File: config.mk
export PLATFORM = sky130hd
export DESIGN_NAME = program_ram_loader
export DESIGN_NICKNAME = d
export VERILOG_FILES = /design/src/rtl/program_ram_loader.sv
export SDC_FILE = /design/constraint.sdc
export NUM_CORES = 2
export LEC_CHECK = 0
export CORE_MARGIN = 1
export CORE_UTILIZATION = 40
export DETAILED_ROUTE_END_ITERATION = 7
export DONT_BUFFER_PORTS = 1
export SETUP_SLACK_MARGIN = 0.4
export SYNTH_ARGS = -nofsm -noshare
export SYNTH_HDL_FRONTEND = slang
export SYNTH_SLANG_ARGS = --single-unit
File: constraint.sdc
create_clock -name clk -period 11.55 [get_ports clk]
set_clock_uncertainty 0.1 [all_clocks]
set_input_delay 2.31 -clock clk [delete_from_list [all_inputs] [get_ports clk]]
set_output_delay 2.31 -clock clk [all_outputs]
set_load 0.1 [all_outputs]
File: src/rtl/program_ram_loader.sv
// Single-port program RAM with a boot loader: clears all words, assembles a
// byte stream MSB-first into words from address 0, then serves the CPU port.
module program_ram_loader #(
   parameter int ADDR_WIDTH = 8,
   parameter int DATA_WIDTH = 12
) (
   input  logic                  clk,
   input  logic                  rst_n,
   input  logic [ADDR_WIDTH-1:0] addr,
   input  logic [DATA_WIDTH-1:0] din,
   input  logic                  write_en,
   output logic [DATA_WIDTH-1:0] dout,
   output logic                  busy,
   input  logic                  load_start,
   input  logic [7:0]            ld_data,
   input  logic                  ld_valid,
   input  logic                  ld_last,
   output logic                  ld_ready,
   output logic                  load_done,
   output logic                  load_error,
   output logic [ADDR_WIDTH:0]   words_loaded
);

   localparam int DEPTH = 2 ** ADDR_WIDTH;
   localparam int BPW   = (DATA_WIDTH + 7) / 8;
   localparam int SW    = BPW * 8;
   localparam int IW    = (BPW > 1) ? $clog2(BPW) : 1;

   // Handshake: a load byte transfers on a rising edge where ld_valid && ld_ready.
   typedef enum logic [1:0] {S_CLEAR, S_LOAD, S_RUN} state_t;

   state_t                state;
   logic [ADDR_WIDTH-1:0] ptr;
   logic [IW-1:0]         byte_idx;
   logic [SW-1:0]         sr;
   logic [DATA_WIDTH-1:0] mem [DEPTH];

   logic                  accept;
   logic                  overflow;
   logic                  word_end;
   logic [SW-1:0]         sr_next;
   logic [SW-1:0]         word_full;
   logic                  mem_we;
   logic [ADDR_WIDTH-1:0] mem_waddr;
   logic [DATA_WIDTH-1:0] mem_wdata;

   assign accept   = (state == S_LOAD) && ld_valid && ld_ready;
   assign overflow = accept && (words_loaded == (ADDR_WIDTH+1)'(DEPTH));
   assign word_end = accept && !overflow && (ld_last || (byte_idx == IW'(BPW - 1)));
   assign sr_next  = SW'({sr, ld_data});
   // A word closed early by ld_last is left-aligned so its missing low bytes read as zero.
   assign word_full = sr_next << (8 * (BPW - 1 - int'(byte_idx)));

   always_comb begin
      mem_we    = 1'b0;
      mem_waddr = ptr;
      mem_wdata = '0;
      case (state)
         S_CLEAR: mem_we = 1'b1;
         S_LOAD: begin
            mem_we    = word_end && !load_start;
            mem_wdata = DATA_WIDTH'(word_full);
         end
         S_RUN: begin
            mem_we    = write_en;
            mem_waddr = addr;
            mem_wdata = din;
         end
         default: mem_we = 1'b0;
      endcase
   end

   always_ff @(posedge clk) begin
      if (mem_we) mem[mem_waddr] <= mem_wdata;
   end

   // Read-first: a same-edge write to addr is not visible until the next read.
   always_ff @(posedge clk or negedge rst_n) begin
      if (!rst_n)              dout <= '0;
      else if (state == S_RUN) dout <= mem[addr];
      else                     dout <= '0;
   end

   always_ff @(posedge clk or negedge rst_n) begin
      if (!rst_n) begin
         state        <= S_CLEAR;
         ptr          <= '0;
         byte_idx     <= '0;
         sr           <= '0;
         busy         <= 1'b1;
         ld_ready     <= 1'b0;
         load_done    <= 1'b0;
         load_error   <= 1'b0;
         words_loaded <= '0;
      end else begin
         load_done <= 1'b0;
         if (load_start) begin
            state        <= S_CLEAR;
            ptr          <= '0;
            byte_idx     <= '0;
            sr           <= '0;
            busy         <= 1'b1;
            ld_ready     <= 1'b0;
            load_error   <= 1'b0;
            words_loaded <= '0;
         end else begin
            case (state)
               S_CLEAR: begin
                  ptr <= ptr + 1'b1;
                  if (ptr == ADDR_WIDTH'(DEPTH - 1)) begin
                     state    <= S_LOAD;
                     ptr      <= '0;
                     byte_idx <= '0;
                     sr       <= '0;
                     ld_ready <= 1'b1;
                  end
               end
               S_LOAD: begin
                  if (accept) begin
                     if (overflow) begin
                        load_error <= 1'b1;
                        state      <= S_RUN;
                        busy       <= 1'b0;
                        ld_ready   <= 1'b0;
                        load_done  <= 1'b1;
                     end else begin
                        if (word_end) begin
                           ptr          <= ptr + 1'b1;
                           words_loaded <= words_loaded + 1'b1;
                           byte_idx     <= '0;
                           sr           <= '0;
                        end else begin
                           byte_idx <= byte_idx + 1'b1;
                           sr       <= sr_next;
                        end
                        if (ld_last) begin
                           state     <= S_RUN;
                           busy      <= 1'b0;
                           ld_ready  <= 1'b0;
                           load_done <= 1'b1;
                        end
                     end
                  end
               end
               S_RUN: ;
               default: state <= S_CLEAR;
            endcase
         end
      end
   end

endmodule

==> summary.md <==
| Metric | Value |
|---|---|
| Drt total wl | `340000 um` |
| Clock Power Share | `0.395` |
| Die ar. | `304000 um^2` |
| Critical Path Sink Type | `flop` |
| CP cell instances | `buf_16 > buf_16 > buf_16 > and2_4 > buf_4 > a22oi_1 > nand4_1 > nand3_1 > a211oi_1 > nand4_1` |
| Largest net degree at the start of global routing | `515` |
| Violated checks | `slew limit` |
| Worst path most repeated cell | `buf_16` |
| Max-slew violations | `189` |
| CP Launch Type | `input port` |
| Maximum vdd drop | `0.147 mV` |
| Site row count | `201` |
| Fin crit share | `0.737` |
| CTS H-tree depth | `5` |
| Syn_nets | `5982` |
| Int Power | `0.0195 W` |
| R2r startpoint | `words_loaded[1]` |
| Worst stage delay on the critical path | `1.20 ns` |
| Worst R2R Path Depth | `8` |
| Clk pin slew, worst setup/hold paths | `0.06 ns` |
| Cell area after synthesis | `121000 um^2` |
| First-pass GRT wire length | `477000 um` |
| HPWL after DPL | `199000 um` |
| Hold_buf cts | `0` |
| Sw Ratio | `0.242` |
| Setup Fix Bufs, Post-CTS | `0` |
| Critical path required time | `12.14 ns` |
| Final Setup Violations | `0` |
| CP Max Fanout | `162` |
| FF+latch count, synth | `3112` |
| Family with the most delay on the worst path | `buffers and inverters` |
| CORE AREA | `300000 um^2` |
| Post-route ant nets | `0` |
| Placer Congestion | `0.867` |
| WP depth | `10` |
| Post-DR vias/cell | `5.96` |
| Outcome | `complete, but fails checks` |
| Root buffer cell | `clkbuf_16` |
| Power per cell area | `188 nW/um^2` |
| WHS | `0.386 ns` |
| HP Class | `reg -> reg` |
| Port Buf Inserts | `0` |
| Worst slew margin | `-0.108` |
| DP Area | `126000 um^2` |
| Post-DR wirelength/cell | `32.8 um` |
| First-pass iteration count of the detailed router | `6` |
| Synth unique cells | `76` |
| Yosys warning count | `0` |
| DRT iter0 DRCs | `8135` |
| CP startpoint | `addr[0]` |
| Fill cell count | `25000` |
| CTS tree | `done` |
| Die width | `552 um` |
| Worst R2R End | `mem[75][3]` |
| Nets | `6196` |
| GRT Util Overall | `0.222` |
| Type of the worst setup path | `in -> reg` |
| Sequential area share after synthesis | `0.772` |
| Clock Latency Late Sink | `0.92 ns` |
| Bufs and invs on worst path | `4` |
| Drc violations | `0` |
| Ys async rst share | `0.0129` |
| Most common flop cell mapped by yosys | `edfxtp_1` |
| Final Cell Area | `136000 um^2` |
| GR Overflow Total | `0` |
| R2r setup slk | `5.90 ns` |
| Vias in the first global route | `61400` |
| Worst Setup EP | `dout[8]` |
| Multi-input logic area | `25900 um^2` |
| Height of the die | `552 um` |
| TNS Setup | `0 ns` |
| Initial Utilization | `0.403` |
| Initial antenna violation count | `15` |
| Final Core Density | `0.455` |
| Sink Count | `3112` |
| Share of power burned in registers | `0.513` |
| Most common cell after layout, fill and taps aside | `edfxtp_1` |
| Total CTS buffers | `327` |
| Commonest non-fill, non-tap cells in the layout | `edfxtp_1, mux4_2, mux2i_1` |
| Final min period | `8.52 ns` |
| Maximum clock rate | `0.117 GHz` |
| Signal arrival time at the worst endpoint | `9.10 ns` |
| Share of cells above drive strength 1 | `0.202` |
| Post-cts resize count | `0` |
| Worst Tran Pin Value | `1.66 ns` |
| Bufs on Longest Clock Path | `4` |
| Synthesized instance count | `5941` |
| Mapped Avg Cell Area | `20.3 um^2` |
| Maxcap violations | `0` |
| FF/Latch Area | `93300 um^2` |
| Synthesis-to-finish area growth | `12.9%` |
| P_sw | `0.00621 W` |
| Critical-path top delay cell | `a211oi_1` |
| Total number of vias | `61800` |
| Hold Vio Cnt, Final | `0` |
| Ports | `59` |
| RSZ-0062 raised after global routing | `no` |
| Leakage power | `43.1 nW` |
| Post-synth EDFFs | `3072` |
| Gate power share | `0.092` |
sequential cells by signal, summed over array words and instances (netlist names):
| signal | flops |
|---|---|
| ld_ready | 1 |
| sr | 4 |
| load_error | 1 |
| load_done | 1 |
| busy | 1 |
| words_loaded | 9 |
| byte_idx | 1 |
| mem | 3072 |
| ptr | 8 |
| dout | 12 |
| state | 2 |
cell families after synthesis:
group | Yosys count | share of synthesized area
compound gates | 604 | 0.0352
xor+xnor | 6 | 0.000435
fa+ha+maj | 7 | 0.000725
buf+inv | 365 | 0.0156
flops | 3112 | 0.772
mux | 1026 | 0.145
simple gates | 821 | 0.0316
stage by stage:
stage / setup slack, ns / std cells / total power [W]
floorplan: 1.23 / 5941 / 0.0148
finish: 3.03 / 10400 / 0.0257
global placement: 4.34 / 9778 / 0.0156
CTS: 5.20 / 10400 / 0.0257
global route: 2.69 / 10400 / 0.0263
detailed placement: 4.32 / 9778 / 0.0157
power groups by stage:
stage,registers (W),logic (W),clock network [W]
3_5_place_dp,0.0134,0.00227,0
4_1_cts,0.0132,0.00227,0.0103
5_1_grt,0.0132,0.00243,0.0107
3_3_place_gp,0.0134,0.00222,0
2_1_floorplan,0.0136,0.00117,0
6_report,0.0132,0.00235,0.0102
Yosys cell counts, types with 17 or more instances:
library cell / number / area [um^2]
a21oi_1: 110 / 551
a22o_1: 27 / 236
a22oi_1: 266 / 2000
a31oi_1: 23 / 144
buf_1: 21 / 78.8
buf_2: 140 / 701
buf_4: 49 / 368
buf_6: 18 / 203
clkbuf_1: 122 / 458
dfrtp_1: 39 / 976
edfxtp_1: 3072 / 92200
mux2i_1: 438 / 4380
mux4_2: 575 / 12900
nand2_1: 175 / 657
nand3_1: 104 / 521
nand4_1: 66 / 413
nor2_1: 317 / 1190
nor2b_1: 28 / 175
nor3_1: 38 / 190
o211ai_1: 17 / 128
o21ai_0: 35 / 175
o22ai_1: 27 / 169
per-layer routing:
| metal | track usage | vias to the layer above | share of wire |
|---|---|---|---|
| met3 | 0.0454 | 526 | 0.089 |
| met4 | 0.0785 | 4 | 0.038 |
| li1 | - | 25100 | - |
| met5 | 0 | - | 0.000079 |
| met2 | 0.348 | 3041 | 0.47 |
| met1 | 0.309 | 33100 | 0.41 |
worst min-delay path by stage:
stage / slack [ns] / endpoint / startpoint / cells past startpoint
finish: 0.39 / sr[3] / sr[3] / 2
global route: 0.41 / sr[0] / sr[0] / 2
CTS: 0.39 / sr[3] / sr[3] / 2
detailed placement: 0.37 / sr[3] / sr[3] / 2
global placement: 0.36 / sr[0] / sr[0] / 2
floorplan: 0.34 / sr[0] / sr[0] / 2
worst register-to-register path: stages (launching register included):
cell      delay (ns)
dfrtp_1         0.98
inv_1           0.16
ha_1            0.22
nor4bb_1        0.17
a211oi_1        0.31
o21bai_1        0.37
nor3_1          0.84
nand2_1         0.91
nor2_1          1.21
final cells by class:
class / instances / share of cell area
Clock inverter: 147 / 0.0106
Tap cell: 3958 / 0.0363
Inverter: 13 / 0.000358
Antenna cell: 7 / 0.000128
Clock buffer: 430 / 0.0640
Timing Repair Buffer: 237 / 0.0152
Sequential cell: 3112 / 0.684
Multi-Input combinational cell: 2464 / 0.190
Power figures use the tool's default switching activity.
